$ cat config.mk
export PLATFORM = sky130hd
export DESIGN_NAME = writeback_stage
export DESIGN_NICKNAME = d
export VERILOG_FILES = /design/src/rtl/writeback_stage.sv
export SDC_FILE = /design/constraint.sdc
export NUM_CORES = 1
export LEC_CHECK = 0
export CAP_MARGIN = 20
export CORE_ASPECT_RATIO = 1.75
export CORE_MARGIN = 1.5
export CORE_UTILIZATION = 47
export CTS_BUF_LIST = sky130_fd_sc_hd__clkbuf_8
export DETAILED_ROUTE_END_ITERATION = 7
export PLACE_DENSITY = 0.8
export SLEW_MARGIN = 0
export SYNTH_ARGS = -nofsm -noshare
export SYNTH_HDL_FRONTEND = slang
export SYNTH_SLANG_ARGS = --single-unit
$ cat constraint.sdc
create_clock -name clk -period 2.05 [get_ports clk]
set_input_delay 0.3075 -clock clk [delete_from_list [all_inputs] [get_ports clk]]
set_output_delay 0.3075 -clock clk [all_outputs]
set_load 0.01 [all_outputs]
$ cat src/rtl/writeback_stage.sv
// Final pipeline stage: commits execute results to the register file, data memory
// and flag register, tracks halt and counts retired instructions.
module writeback_stage #(
    parameter int NREG = 8
) (
    input  logic        clk,
    input  logic        reset,
    input  logic        valid,
    input  logic [4:0]  opcode,
    input  logic [2:0]  rd,
    input  logic [3:0]  mem_addr,
    input  logic [15:0] result,
    input  logic        zero_in,
    input  logic        carry_in,
    input  logic        ac_in,
    input  logic        parity_in,
    output logic        stall,
    output logic        rf_we,
    output logic [2:0]  rf_waddr,
    output logic [7:0]  rf_wdata,
    output logic        dm_we,
    output logic [3:0]  dm_addr,
    output logic [7:0]  dm_wdata,
    output logic [3:0]  flags,
    output logic        halted,
    output logic [7:0]  retired_count
);

    typedef enum logic [1:0] {RUN, HIGH, HALTED} state_t;

    state_t      state_reg, state_next;
    logic        rf_we_reg, rf_we_next;
    logic [2:0]  rf_waddr_reg, rf_waddr_next;
    logic [7:0]  rf_wdata_reg, rf_wdata_next;
    logic        dm_we_reg, dm_we_next;
    logic [3:0]  dm_addr_reg, dm_addr_next;
    logic [7:0]  dm_wdata_reg, dm_wdata_next;
    logic [3:0]  flags_reg, flags_next;
    logic [7:0]  count_reg, count_next;
    logic [7:0]  hi_data_reg, hi_data_next;
    logic [2:0]  hi_addr_reg, hi_addr_next;

    logic        is_alu, is_muldiv, is_store, is_halt, is_flag_op;
    logic [2:0]  rd_inc;

    assign is_alu     = (opcode <= 5'd2)
                     || (opcode >= 5'd5  && opcode <= 5'd11)
                     || (opcode >= 5'd16 && opcode <= 5'd21);
    assign is_muldiv  = (opcode == 5'd3) || (opcode == 5'd4);
    assign is_store   = (opcode == 5'd12);
    assign is_halt    = (opcode == 5'd31);
    assign is_flag_op = (opcode >= 5'd1  && opcode <= 5'd10)
                     || (opcode >= 5'd16 && opcode <= 5'd21)
                     || (opcode == 5'd25);

    // Second byte of a multiply/divide lands in the next register, wrapping at NREG.
    assign rd_inc = ({29'd0, rd} == 32'(NREG - 1)) ? 3'd0 : rd + 3'd1;

    always_comb begin
        state_next    = state_reg;
        rf_we_next    = 1'b0;
        rf_waddr_next = rf_waddr_reg;
        rf_wdata_next = rf_wdata_reg;
        dm_we_next    = 1'b0;
        dm_addr_next  = dm_addr_reg;
        dm_wdata_next = dm_wdata_reg;
        flags_next    = flags_reg;
        count_next    = count_reg;
        hi_data_next  = hi_data_reg;
        hi_addr_next  = hi_addr_reg;
        case (state_reg)
            RUN: begin
                if (valid) begin
                    if (is_flag_op)
                        flags_next = {zero_in, carry_in, ac_in, parity_in};
                    if (is_alu || is_muldiv) begin
                        rf_we_next    = 1'b1;
                        rf_waddr_next = rd;
                        rf_wdata_next = result[7:0];
                    end
                    if (is_store) begin
                        dm_we_next    = 1'b1;
                        dm_addr_next  = mem_addr;
                        dm_wdata_next = result[7:0];
                    end
                    // MULDIV retires only once its high byte has been written.
                    if (is_muldiv) begin
                        state_next   = HIGH;
                        hi_data_next = result[15:8];
                        hi_addr_next = rd_inc;
                    end else begin
                        count_next = count_reg + 8'd1;
                    end
                    if (is_halt)
                        state_next = HALTED;
                end
            end
            HIGH: begin
                rf_we_next    = 1'b1;
                rf_waddr_next = hi_addr_reg;
                rf_wdata_next = hi_data_reg;
                count_next    = count_reg + 8'd1;
                state_next    = RUN;
            end
            default: state_next = state_reg;
        endcase
    end

    always_ff @(posedge clk or posedge reset) begin
        if (reset) begin
            state_reg    <= RUN;
            rf_we_reg    <= 1'b0;
            rf_waddr_reg <= 3'd0;
            rf_wdata_reg <= 8'd0;
            dm_we_reg    <= 1'b0;
            dm_addr_reg  <= 4'd0;
            dm_wdata_reg <= 8'd0;
            flags_reg    <= 4'd0;
            count_reg    <= 8'd0;
            hi_data_reg  <= 8'd0;
            hi_addr_reg  <= 3'd0;
        end else begin
            state_reg    <= state_next;
            rf_we_reg    <= rf_we_next;
            rf_waddr_reg <= rf_waddr_next;
            rf_wdata_reg <= rf_wdata_next;
            dm_we_reg    <= dm_we_next;
            dm_addr_reg  <= dm_addr_next;
            dm_wdata_reg <= dm_wdata_next;
            flags_reg    <= flags_next;
            count_reg    <= count_next;
            hi_data_reg  <= hi_data_next;
            hi_addr_reg  <= hi_addr_next;
        end
    end

    assign stall         = (state_reg == HIGH);
    assign halted        = (state_reg == HALTED);
    assign rf_we         = rf_we_reg;
    assign rf_waddr      = rf_waddr_reg;
    assign rf_wdata      = rf_wdata_reg;
    assign dm_we         = dm_we_reg;
    assign dm_addr       = dm_addr_reg;
    assign dm_wdata      = dm_wdata_reg;
    assign flags         = flags_reg;
    assign retired_count = count_reg;

endmodule

; ---- Yosys cells after proc, flatten, opt, wreduce, memory -nomap -nowiden
; Cells that the tools add are included.
; Widths: inputs -> output; s select.
[totals]
reg_bits = 50
latchBits = 0
ram_bits = 0
rom_bits = 0
in_bits = 35
out_inout_bits = 39
wordCells = 69
n_memories = 0
[classes]
add_sub_neg = 2
mul = 0
div = 0
magnitude_cmp = 7
n_eq_ne = 12
n_shift = 0
mux = 20
bitwise = 0
reduce_logical = 17
[op_table]
columns = op, n
row1 = $mux 8, 4
row2 = $pmux 8 s2, 2
row3 = $reduce_and 3->1, 6
row4 = $eq 5x5->1 const B, 2
row5 = $le 5x4->1 const B, 2
row6 = $mux 3, 3
row7 = $add 8x1->8 const B, 1
row8 = $logic_or 1x1->1, 6
row9 = $mux 2, 3
row10 = $ne 2x2->1 const B, 3
row11 = $pmux 3 s2, 1
row12 = $eq 5x2->1 const B, 1
row13 = $eq 5x3->1 const B, 1
row14 = $eq 5x4->1 const B, 1
row15 = $ge 5x1->1 const B, 1
row16 = $ge 5x3->1 const B, 1
row17 = $ge 5x5->1 const B, 1
row18 = $le 5x2->1 const B, 1
row19 = $le 5x5->1 const B, 1
row20 = $mux 1, 5
row21 = $pmux 2 s2, 1
row22 = $add 3x1->3 const B, 1
row23 = $eq 3x3->1 const B, 1
row24 = $logic_and 1x1->1, 3
row25 = 6 further kinds, 6

; ---- Logic depth before layout (Yosys ltp)
; Gate-level depths: netlist of run 1.
[logic_depth]
ltp_word = 8
depth_mapped = 6
mapped_depth_nobuf = 4

; ---- Worst setup path after synthesis of run 1
; No wires, ideal clock.
[synth_path]
path_kind = register to register
from = register state_reg[0]
to = register dm_addr_reg[0], in the netlist dm_addr[0]
setup_ps = 125
arrival_ps = 1718
required_time_ps = 1925
path_slack_ps = 206
stages_incl_launch_ff = 6
n_path_buf = 2
synth_period_minus_slack_ps = 1844
path_cell_list = dfrtp_1 buf_6 or3_4 nor4_4 buf_8 mux2_4
[synth_via]
elab_chain_cells = 2
[synth_lines]
columns = item, line_no
row1 = start: declaration, 31  ; state_t state_reg, state_next;
row2 = start signal: assignment, 123  ; state_reg <= state_next;
row3 = $logic_not 2->1, 71  ; case (state_reg)
row4 = $reduce_and 3->1 (no source line), -
row5 = end signal: assignment, 128  ; dm_addr_reg <= dm_addr_next;
row6 = end: declaration, 36  ; logic [3:0] dm_addr_reg, dm_addr_next;
; Every way passes these cells.
; A chain may end at the register's enable or synchronous reset.

; ---- Worst setup path in the final report of run 1
[layout_path]
from = register state_reg[0]
to = output port stall
[layout_via]
elab_chain_cells = 1
[layout_lines]
columns = item, line_no
row1 = $eq 2x1->1, 137  ; assign stall = (state_reg == HIGH);
row2 = end: declaration, 17  ; output logic stall,
; Every way passes these cells.

==> impl_metrics.env, run 1 <==
export IMPL_clk_latency_ns=0.31
export IMPL_worstPathRequired_ns=1.74
export IMPL_power_per_cell_area_mw_per_mm2=570.4
export IMPL_synth_top_area_share_pct=55.90
export IMPL_port_buffers=73
export IMPL_synth_area_mm2=0.002238
export IMPL_finalSetupTns_ns=0
export IMPL_hold_path_class="in -> async"
export IMPL_grt_use_total_pct=19.02
export IMPL_cp_max_fo=9
export IMPL_max_freq_mhz=519.1
export IMPL_coreArea_mm2=0.004624
export IMPL_synth_xor_area_share_pct=2.739
export IMPL_hpwlAfterDp_um=3366
export IMPL_period_share_pct=93.98
export IMPL_htreeDepth=2
export IMPL_pin_count=74
export IMPL_tightestPinTransition_ns=0.4593
export IMPL_syn_nets=213
export IMPL_synth_compound_area_share_pct=5.925
export IMPL_synth_most_common_cell="dfrtp_1"
export IMPL_arrival_ns=1.62
export IMPL_num_vias=1635
export IMPL_gp_congestion=0.7529
export IMPL_drc=0
export IMPL_relSlewSlack_pct=69.33
export IMPL_fin_util_pct=70.16
export IMPL_grt_pass1_wl_um=7113
export IMPL_avgRoutedWirePerCell_um=14.32
export IMPL_cts_setup_buffers=0
export IMPL_synth_area_leader_cell="dfrtp_1"
export IMPL_grt_overflow=0
export IMPL_synth_area_per_cell_um2=12.79
export IMPL_synthTopCellsByCount="dfrtp_1 (50), nand2_1 (18), mux2_2 (17), o21ai_0 (12), mux2i_1 (11)"
export IMPL_synthCells=175
export IMPL_cts_resized=0
export IMPL_ant_nets=0
export IMPL_synth_edff_count=0
export IMPL_row_count=33
export IMPL_first_pass_iters=4
export IMPL_r2r_setup_slack_ns=0.20
export IMPL_period_minus_slack_ns=1.927
export IMPL_setup_viol=0
export IMPL_antenna_cells=0
export IMPL_synth_async_reset_ratio_pct=100.0
export IMPL_drv_cap=0
export IMPL_rsz0062_at_grt="no"
export IMPL_ys_ff_latch=50
export IMPL_drt_total_wl_um=4526
export IMPL_vias_per_cell=5.174
export IMPL_ys_seq_area_share_pct=55.90
export IMPL_die_area_mm2=0.005202
export IMPL_endpoint_kind="output port"
export IMPL_ys_flop_type="dfrtp_1"
export IMPL_r2r_cells=4
export IMPL_drive_gt1_share_pct=21.21
export IMPL_die_y_um=94.29
export IMPL_synth_fa_ha_area_share_pct=1.677
export IMPL_hold_viol=0
export IMPL_cts_sinks=50
export IMPL_grt_pass1_vias=1567
export IMPL_drt_iter0_markers=19
export IMPL_synth_cell_types=36
export IMPL_critical_path_class="reg -> out"
export IMPL_crit_path_end="stall"
export IMPL_synth_top_family_by_area="multiplexers"
export IMPL_clock_root_buffer="clkbuf_8"
export IMPL_cts_buffers=5
export IMPL_r2r_end="dm_wdata[0]"
export IMPL_cts_tree="done"
export IMPL_holdBufCountCts=0
export IMPL_final_nets=301
export IMPL_skew_ns=0.01464
export IMPL_worstSetupStartpoint="state_reg[0]"
export IMPL_clockBufferDepth=2
export IMPL_drv_slew=0
export IMPL_fillerInstances=358
export IMPL_initial_utilization_pct=48.40
export IMPL_status="completed"
export IMPL_syn_to_final_growth_pct=44.94
export IMPL_p_leak_nw=1.443
export IMPL_synth_warnings=0
export IMPL_path_clk_slew_ns=0.10
export IMPL_irDropWorstVdd_mv=0.5315
export IMPL_antenna_found_initial=0
export IMPL_timing_rr_start="state_reg[1]"
export IMPL_synth_area_leaders="dfrtp_1 (56%), mux2_2 (8.6%), mux2_4 (6.0%)"
export IMPL_cp_start_kind="register"
export IMPL_synthSimpleGateAreaFrac_pct=11.46
export IMPL_synthMuxAreaShare_pct=19.51
export IMPL_die_width_um=55.17
export IMPL_grt_max_degree=24
worst min path at each step:
stage	from	end	slack [ns]	cells past startpoint
finish	reset	dm_addr[1]	0.32	2
global route	reset	rf_wdata[3]	0.37	2
CTS	reset	rf_wdata[3]	0.33	2
detailed placement	hi_addr_reg[0]	hi_addr_reg[0]	0.47	2
global placement	retired_count[7]	retired_count[7]	0.46	1
floorplan	rd[0]	hi_addr_reg[0]	0.41	1
per-stage QoR:
step	instance area (µm²)	setup WS (ns)	hold slack, ns	power [mW]	std cells
3_3_place_gp	3131	-0.09227	0.4597	1.176	308
6_report	3244	0.1234	0.3174	1.851	316
4_1_cts	3244	0.09860	0.3305	1.875	316
3_5_place_dp	3131	-0.1410	0.4708	1.178	308
2_1_floorplan	2238	0.2064	0.4057	1.068	175
5_1_grt	3244	0.05242	0.3735	1.930	316
cell families after synthesis:
| family | count (synthesis) |
|---|---|
| DFF | 50 |
| and+or+nand+nor | 45 |
| muxes | 37 |
| AOI/OAI and AO/OA | 22 |
| buffers and inverters | 11 |
| xor gates and xnor gates | 7 |
| adders and majority gates | 3 |
final cells by class:
cell class | count | area, µm² | share of cell area (%)
clock inverter | 3 | 45.04 | 1.388
sequential | 50 | 1251 | 38.57
timing repair buffer | 88 | 868.3 | 26.76
tap | 52 | 65.06 | 2.005
inverter | 4 | 15.01 | 0.4628
clock buffer | 5 | 68.82 | 2.121
multi-input combinational | 114 | 930.9 | 28.69
report_power, final:
part | internal [mW] | switching [mW]
Combinational | 0.0953 | 0.0619
Clock | 0.363 | 0.331
Sequential | 0.994 | 0.00541
Total | 1.45 | 0.398
worst max-delay path: stages (launching register included):
cell and delay [ns]:
dfrtp_1 0.38, buf_4 0.17, nor2b_1 0.18, clkdlybuf4s50_1 0.59
cells in the final DEF (no fill, tap or decap), types with 2 or more instances in the layout:
master           Yosys  routed
o21ai_0             12      12
clkinvlp_4           0       2
clkdlybuf4s50_1      0      73
clkbuf_8             0       5
ha_1                 3       3
inv_1                4       3
nand3_1              4       4
nor3b_1              2       2
nand2b_1             3       3
nor2_1               2       2
a21boi_0             2       2
mux2i_1             11      11
mux2_4               9       9
mux2_2              17      17
buf_4                0      13
nand2_1             18      18
dfrtp_1             50      50
and3_1               3       3
xnor2_1              7       7
a21oi_1              2       2
nor2b_1              2       2
buf_12               0       2
nand4_1              3       3
routing by layer:
layer | wire (µm) | GRT usage (%) | share of wire [%]
met3 | 179 | 3.662 | 4.0
met2 | 2371 | 31.25 | 52
met4 | 102 | 8.740 | 2.3
met1 | 1874 | 23.06 | 41
met5 | 0 | 0 | 0
(Power assumes the default switching activity.)
==> inputs of run 2 (changes only) <==
--- a/config.mk
+++ b/config.mk
@@ -7,7 +7,7 @@
 export LEC_CHECK = 0
 export CAP_MARGIN = 20
 export CORE_ASPECT_RATIO = 1.75
-export CORE_MARGIN = 1.5
+export CORE_MARGIN = 4
 export CORE_UTILIZATION = 47
 export CTS_BUF_LIST = sky130_fd_sc_hd__clkbuf_8
 export DETAILED_ROUTE_END_ITERATION = 7
==> impl_metrics.env, run 2 (synthesized netlist as in run 1, its figures left out) <==
export IMPL_placed_cells=306
export IMPL_status="completed"
export IMPL_gp_congestion=0.8405
export IMPL_hold_path_class="in -> async"
export IMPL_critical_path_class="reg -> out"
export IMPL_clockBufferDepth=2
export IMPL_max_freq_mhz=512.4
export IMPL_rsz0062_at_grt="no"
export IMPL_grt_overflow=0
export IMPL_die_width_um=60.17
export IMPL_final_common_cell="clkdlybuf4s50_1"
export IMPL_cp_start_kind="register"
export IMPL_cp_max_fo=9
export IMPL_hpwlAfterDp_um=3648
export IMPL_drc=0
export IMPL_p_switching_uw=393.1
export IMPL_cts_buffers=5
export IMPL_die_area_mm2=0.005974
export IMPL_initial_utilization_pct=47.98
export IMPL_setup_viol=0
export IMPL_first_pass_iters=4
export IMPL_relSlewSlack_pct=77.31
export IMPL_timing_rr_start="state_reg[1]"
export IMPL_row_count=33
export IMPL_clk_latency_ns=0.31
export IMPL_grt_pass1_vias=1783
export IMPL_antenna_found_initial=0
export IMPL_fillerInstances=345
export IMPL_layout_common_cells="clkdlybuf4s50_1 (73), dfrtp_1 (50), nand2_1 (18)"
export IMPL_skew_ns=0.01206
export IMPL_cts_resized=0
export IMPL_cts_setup_buffers=0
export IMPL_stdcell_count=314
export IMPL_ant_nets=0
export IMPL_grt_pass1_wl_um=8252
export IMPL_grt_max_degree=51
export IMPL_arrival_ns=1.64
export IMPL_holdBufCountCts=0
export IMPL_antenna_cells=0
export IMPL_drive_gt1_share_pct=20.61
export IMPL_irDropWorstVdd_mv=0.4600
export IMPL_worstSetupStartpoint="state_reg[0]"
export IMPL_port_buffers=73
export IMPL_power_per_cell_area_mw_per_mm2=567.7
export IMPL_final_nets=299
export IMPL_coreArea_mm2=0.004666
export IMPL_drv_cap=0
export IMPL_combPwrFrac_pct=8.5
export IMPL_endpoint_kind="output port"
export IMPL_vias_per_cell=5.131
export IMPL_die_y_um=99.29
export IMPL_drt_total_wl_um=4808
export IMPL_p_leak_nw=1.444
export IMPL_drt_iter0_markers=52
export IMPL_hold_viol=0
export IMPL_fin_util_pct=69.46
export IMPL_period_share_pct=95.20
export IMPL_path_clk_slew_ns=0.10
export IMPL_p_seq_share_pct=54.3
export IMPL_avgRoutedWirePerCell_um=15.31
export IMPL_pwr_share_clk_pct=37.2
export IMPL_cts_tree="done"
export IMPL_pin_count=74
export IMPL_p_sw_share_pct=21.37
export IMPL_p_int_mw=1.447
export IMPL_grt_use_total_pct=18.14
export IMPL_clock_root_buffer="clkbuf_8"
export IMPL_htreeDepth=2
export IMPL_drv_slew=0
export IMPL_num_vias=1611
export IMPL_period_minus_slack_ns=1.952
export IMPL_tightestPinTransition_ns=0.3372
export IMPL_syn_to_final_growth_pct=44.77
export IMPL_worstPathRequired_ns=1.74
export IMPL_cts_sinks=50
run 2: stage by stage:
step | instance area [µm²] | power, mW | setup TNS (ns) | hold slack, ns | setup WS, ns
2_1_floorplan | 2238 | 1.068 | 0 | 0.4057 | 0.2064
5_1_grt | 3241 | 1.922 | 0 | 0.3645 | 0.03447
4_1_cts | 3241 | 1.862 | 0 | 0.3596 | 0.07646
6_report | 3241 | 1.840 | 0 | 0.3531 | 0.09839
3_5_place_dp | 3131 | 1.178 | -1.397 | 0.4696 | -0.1340
3_3_place_gp | 3131 | 1.175 | -0.9602 | 0.4607 | -0.09545
run 2: metal layers:
metal | track usage, % | routed length, µm
met5 | 0 | 0
met4 | 7.167 | 80
met3 | 3.247 | 204
met1 | 20.83 | 1789
met2 | 32.00 | 2733
run 2: power by group through the flow:
stage	combinational, mW	clock (mW)	sequential [mW]
final	0.155	0.685	1.00
after global routing	0.171	0.749	1.00
after CTS	0.159	0.703	1.00
after detailed placement	0.158	0	1.02
after global placement	0.156	0	1.02
after floorplan	0.0461	0	1.02
run 2: path summary, 6_finish.rpt:
kind	endpoint	slack, ns	depth (start not counted)
max in group asynchronous	retired_count[7]	1.47	3
min in group clk	rf_waddr[1]	0.48	2
hold reg to reg	rf_waddr[1]	0.48	2
setup reg to reg	dm_addr[3]	0.21	4
setup / recovery	stall	0.1	3
hold / removal	flags[1]	0.35	3
run 2: critical path: stages, from the launching register on:
cell	delay, ns
dfrtp_1	0.38
buf_4	0.17
nor2b_2	0.22
clkdlybuf4s50_1	0.56
run 2: cell type report:
class | instances | area [µm²] | share of cell area, %
clock inverter | 3 | 41.29 | 1.274
timing repair buffer | 86 | 865.8 | 26.72
multi-input combinational | 114 | 933.4 | 28.80
sequential | 50 | 1251 | 38.61
tap | 52 | 65.06 | 2.008
clock buffer | 5 | 68.82 | 2.124
inverter | 4 | 15.01 | 0.4633
